### config.mk
export PLATFORM = sky130hd
export DESIGN_NAME = conv_kernel_mac
export DESIGN_NICKNAME = d
export VERILOG_FILES = /design/src/rtl/conv_kernel_mac_pkg.sv /design/src/rtl/conv_lane_dot.sv /design/src/rtl/conv_kernel_mac.sv
export SDC_FILE = /design/constraint.sdc
export NUM_CORES = 2
export LEC_CHECK = 0
export ABC_AREA = 1
export BUFFER_PORTS_ARGS = -buffer_cell sky130_fd_sc_hd__buf_2
export CORE_AREA = 5 5 480 482
export CTS_BUF_LIST = sky130_fd_sc_hd__clkbuf_8
export CTS_CLUSTER_DIAMETER = 30
export DETAILED_ROUTE_END_ITERATION = 8
export DIE_AREA = 0 0 485 487
export SYNTH_ARGS = -nofsm -noshare
export SYNTH_HDL_FRONTEND = slang
export SYNTH_SLANG_ARGS = --single-unit
### constraint.sdc
create_clock -name clk -period 94.6 [get_ports clk]
set_input_delay 18.92 -clock clk [delete_from_list [all_inputs] [get_ports clk]]
set_output_delay 18.92 -clock clk [all_outputs]
set_load 0.01 [all_outputs]
### src/rtl/conv_kernel_mac_pkg.sv
// conv_kernel_mac_pkg: shared FSM state, width helpers and saturation for the convolution MAC
package conv_pkg;

    typedef enum logic [1:0] {IDLE, ACCUM, FINAL, OUT} state_t;

    function automatic int clog2(input int n);
        int r;
        r = 0;
        while ((1 << r) < n) r++;
        return r;
    endfunction

    function automatic int acc_width(input int bw, input int ks);
        return 2 * bw + clog2(ks) + 1;
    endfunction

    function automatic logic signed [63:0] sat_signed(input logic signed [63:0] v, input int w);
        logic signed [63:0] hi;
        logic signed [63:0] lo;
        hi = (64'sd1 <<< (w - 1)) - 64'sd1;
        lo = -(64'sd1 <<< (w - 1));
        return (v > hi) ? hi : (v < lo) ? lo : v;
    endfunction

endpackage

### src/rtl/conv_lane_dot.sv
// conv_lane_dot: LANES signed multipliers summed into one beat's partial dot product
module conv_lane_dot
    import conv_pkg::*;
#(
    parameter int BITWIDTH = 8,
    parameter int LANES    = 5
) (
    input  logic [LANES*BITWIDTH-1:0]                  a,
    input  logic [LANES*BITWIDTH-1:0]                  b,
    output logic signed [2*BITWIDTH+clog2(LANES)-1:0]  dot
);

    localparam int OW = 2 * BITWIDTH + clog2(LANES);

    logic signed [2*BITWIDTH-1:0] prod [LANES];

    for (genvar i = 0; i < LANES; i++) begin : g_mul
        assign prod[i] = $signed(a[i*BITWIDTH +: BITWIDTH]) * $signed(b[i*BITWIDTH +: BITWIDTH]);
    end

    // sum all lane products; width leaves room for the carries of LANES terms
    always_comb begin
        dot = '0;
        for (int i = 0; i < LANES; i++) dot = dot + OW'(prod[i]);
    end

endmodule

### src/rtl/conv_kernel_mac.sv
// conv_kernel_mac: time-multiplexed signed convolution MAC with bias, optional ReLU and saturation
module conv_kernel_mac
    import conv_pkg::*;
#(
    parameter int BITWIDTH     = 8,
    parameter int DATACHANNEL  = 3,
    parameter int FILTERHEIGHT = 5,
    parameter int FILTERWIDTH  = 5,
    parameter int LANES        = 5,
    parameter int OUTWIDTH     = 16,
    parameter bit RELU_EN      = 1'b1
) (
    input  logic                                                        clk,
    input  logic                                                        rst_n,
    input  logic                                                        clken,
    input  logic                                                        in_valid,
    output logic                                                        in_ready,
    input  logic [BITWIDTH*DATACHANNEL*FILTERHEIGHT*FILTERWIDTH-1:0]    data,
    input  logic [BITWIDTH*DATACHANNEL*FILTERHEIGHT*FILTERWIDTH-1:0]    weight,
    input  logic signed [BITWIDTH-1:0]                                  bias,
    output logic                                                        out_valid,
    input  logic                                                        out_ready,
    output logic signed [OUTWIDTH-1:0]                                  result,
    output logic                                                        overflow
);

    localparam int KS    = DATACHANNEL * FILTERHEIGHT * FILTERWIDTH;
    localparam int BEATS = KS / LANES;
    localparam int AW    = acc_width(BITWIDTH, KS);
    localparam int LW    = 2 * BITWIDTH + clog2(LANES);
    localparam int CW    = (BEATS > 1) ? clog2(BEATS) : 1;
    localparam int SW    = LANES * BITWIDTH;

    state_t                      state;
    state_t                      state_d;
    logic [CW-1:0]               beat;
    logic signed [AW-1:0]        acc;
    logic [KS*BITWIDTH-1:0]      data_q;
    logic [KS*BITWIDTH-1:0]      weight_q;
    logic signed [BITWIDTH-1:0]  bias_q;
    logic [SW-1:0]               a_sl;
    logic [SW-1:0]               b_sl;
    logic signed [LW-1:0]        dot;
    logic signed [63:0]          sum;
    logic signed [63:0]          relu;
    logic signed [63:0]          sat;

    assign a_sl     = data_q[beat*SW +: SW];
    assign b_sl     = weight_q[beat*SW +: SW];
    assign in_ready = rst_n && state == IDLE;

    conv_lane_dot #(.BITWIDTH(BITWIDTH), .LANES(LANES)) u_dot (
        .a   (a_sl),
        .b   (b_sl),
        .dot (dot)
    );

    // final value: bias added, optional ReLU, then clamp to the output range
    always_comb begin
        sum  = 64'(acc) + 64'(bias_q);
        relu = (RELU_EN && sum < 0) ? 64'sd0 : sum;
        sat  = sat_signed(relu, OUTWIDTH);
    end

    // next state: accept in IDLE, step through beats, finalize once, hold until consumed
    always_comb begin
        state_d = state;
        unique case (state)
            IDLE:  state_d = in_valid ? ACCUM : IDLE;
            ACCUM: state_d = (beat == CW'(BEATS - 1)) ? FINAL : ACCUM;
            FINAL: state_d = OUT;
            OUT:   state_d = out_ready ? IDLE : OUT;
        endcase
    end

    // state, operand capture, accumulation and output registers; clken freezes everything
    always_ff @(posedge clk) begin
        if (!rst_n) begin
            state     <= IDLE;
            beat      <= '0;
            acc       <= '0;
            result    <= '0;
            out_valid <= 1'b0;
            overflow  <= 1'b0;
        end else if (clken) begin
            state <= state_d;
            unique case (state)
                IDLE: if (in_valid) begin
                    data_q   <= data;
                    weight_q <= weight;
                    bias_q   <= bias;
                    acc      <= '0;
                    beat     <= '0;
                end
                ACCUM: begin
                    acc  <= acc + AW'(dot);
                    beat <= beat + 1'b1;
                end
                FINAL: begin
                    result    <= sat[OUTWIDTH-1:0];
                    overflow  <= sat != relu;
                    out_valid <= 1'b1;
                end
                OUT: if (out_ready) out_valid <= 1'b0;
            endcase
        end
    end

endmodule

==> impl_results.md <==
- Final antenna-violating net count: 0
- Min-Delay Path Class: reg -> reg
- Startpoint Class: input pin
- DR DRC count: 0
- CTS Sinks: 1256
- Hold Violations, Final: 0
- Grt ovf: 0
- # rows: 175
- First-pass GRT wire length: 377.1 mm
- Worst-Margin Slew: 1.398 ns
- DR iter-0 viols: 4613
- Vias in the first global route: 51.20k
- Commonest non-fill, non-tap cell in the layout: buf_2
- Crit end category: output pin
- Area grow syn2layout: 24.73%
- Post-synthesis cell type count: 57
- Crit path max fanout: 46
- CTS tree: built
- Data required time at the worst endpoint: around 76 ns
- DIE WIDTH: between 400 and 500 um
- Critical path class: in -> out
- Number of synthesized register bits: 1256
- Worst-skew pair later-pin latency: 1.05 ns
- Largest net degree at the start of global routing: 230
- Status: completed
- Total Die Area: 236200 um^2
- Setup total negative slack: 0 ns
- Post-synth EDFFs: 1208
- Syn_nets: 7467
- Avg WL per Cell: 26.60 um
- Final Cycle Share: 0.4114
- Via count: 50.54k
- Largest incremental delay on the critical path: 0.65 ns
- Core Area: 226000 um^2
- CTS buffer count: 303
- Slew HR: 0.06781
- Ys async rst share: 0
- Fmax: between 20 and 30 MHz
- Most used cell, CP: buf_2
- TritonRoute pass-1 iters: 6
- Vias per cell: 4.843
- Hold-fix buffers, CTS: 0
- Share of the synthesized area in the top cell type: 0.5509
- Synthesized area: 65850 um^2
- Initial Util: 0.2914
- Post-DP HPWL: between 200 and 250 mm
- Fin. max-slew vios: 0
- Ys flop type: edfxtp_1
- Share of post-route cells with drive strength above 1: 0.2527
- Layout Nets: 8833
- Gpl congestion: 0.9162
- Most frequent cells in the layout: buf_2, edfxtp_1, inv_1, nand2_1, o21ai_0
- Root buf cell: clkbuf_8
- I/O Buffers: approximately 1.2k
- Setup bufs post-CTS: 0
- Clk_skew: 0.1511 ns
- Max cap viols: 0
- Synth top area cells: edfxtp_1, fa_1, nand2_1, inv_1, o21ai_0
- Gr usage total: 0.2264
- Post-Syn Area per Cell: about 12 um^2
- Post-CTS Resized: 0
- Crit path cell chain: buf_2 -> inv_2 -> nor3_1 -> buf_2
- DRT Wirelength: 277.6 mm
- WP data arrival: 19.99 ns
- CTS clock-pin slew for the worst setup and hold paths: ~0.06 ns
- Filler cells: approximately 23k
- Slowest CP cell: inv_2
- RSZ-0062 raised after global routing: false
- CTS HTree Levels: 5
- Die extent in y: 487 um
- Top Ports: 1232
- Mapped Cells: 5644
- Final setup violation count: 0
- Post-synthesis sequential area ratio: 0.5655
- Antenna violations before repair: about 210
- CTS Buffer Depth: 4
- Leading area contributor after synthesis: edfxtp_1
- Fin crit period: 38.91 ns
- Yosys warnings: 0
-- path summary, 6_finish.rpt --
| check | startpoint | endpoint | slack, ns | cells after the start |
|---|---|---|---|---|
| max | rst_n | in_ready | 55.69 | 4 |
| min | result[15]$_SDFFE_PN0P_ | result[15]$_SDFFE_PN0P_ | 0.45 | 2 |
| max reg2reg | beat[1]$_SDFFE_PN0P_ | acc[20]$_SDFFE_PN0P_ | 78.27 | 57 |
| min reg2reg | result[15]$_SDFFE_PN0P_ | result[15]$_SDFFE_PN0P_ | 0.45 | 2 |
-- sequential cells by signal, indices dropped and copies added, names as in the netlist --
| signal | flops |
|---|---|
| out_valid | 1 |
| result | 16 |
| beat | 4 |
| weight_q | 600 |
| bias_q | 8 |
| overflow | 1 |
| state | 2 |
| data_q | 600 |
| acc | 24 |
-- metal layers --
layer,wire length (um),track usage,part of all wire,up-vias
met5,615,0,0.0022,-
met4,16990,0.1413,0.061,96
met3,26580,0.07458,0.096,595
met2,132000,0.3638,0.48,2544
met1,101400,0.2614,0.37,24940
li1,-,-,-,22360
-- area by class of cell --
| class | count | area, um^2 | share of cell area |
|---|---|---|---|
| flip-flops and latches | 1256 | 37250 | 0.4535 |
| multi-input cells | 3298 | 24290 | 0.2957 |
| repair buffers | 1291 | 6724 | 0.08187 |
| clock buffers | 308 | 4239 | 0.05161 |
| well taps | 3009 | 3765 | 0.04584 |
| inverters | 860 | 3277 | 0.03990 |
| clock inverters | 212 | 2088 | 0.02543 |
| diodes | 201 | 503.0 | 0.006124 |
-- critical path, delay by kind of cell --
family,cells,cell delay (ns)
AND/OR/NAND/NOR,1,0.11
buffers and inverters,3,0.96
-- cell usage after synthesis (all sizes together), types with 48 or more instances --
cell        n
a21oi     120
a22oi      67
a221oi     92
o21ai     555
dfxtp      48
o211ai     69
inv       857
o2111ai    70
clkbuf    117
fa        405
nor2      469
buf       113
edfxtp   1208
nand3     144
nand2     877
ha        205
-- metrics by stage --
stage | hold slack (ns) | setup WS, ns | cells | util | area (um^2)
finish | 0.4527 | 55.69 | 10440 | 0.3635 | 82130
global route | 0.4777 | 55.58 | 10380 | 0.3628 | 81980
CTS | 0.4469 | 55.66 | 10230 | 0.3612 | 81630
detailed placement | 0.4382 | 55.66 | 9714 | 0.3332 | 75300
global placement | 0.4294 | 55.68 | 9714 | 0.3332 | 75300
floorplan | 0.4621 | 22.41 | 5644 | - | 65850
-- cell families after synthesis --
kind of cell,share of synthesized area
buf+inv,0.06607
fa+ha+maj,0.1621
compound gates,0.1026
xor+xnor,0.007980
simple gates,0.09575
flops,0.5655
Power is not shown: default switching activity piles up to over one toggle a cycle in this logic, so the estimate is an artifact.
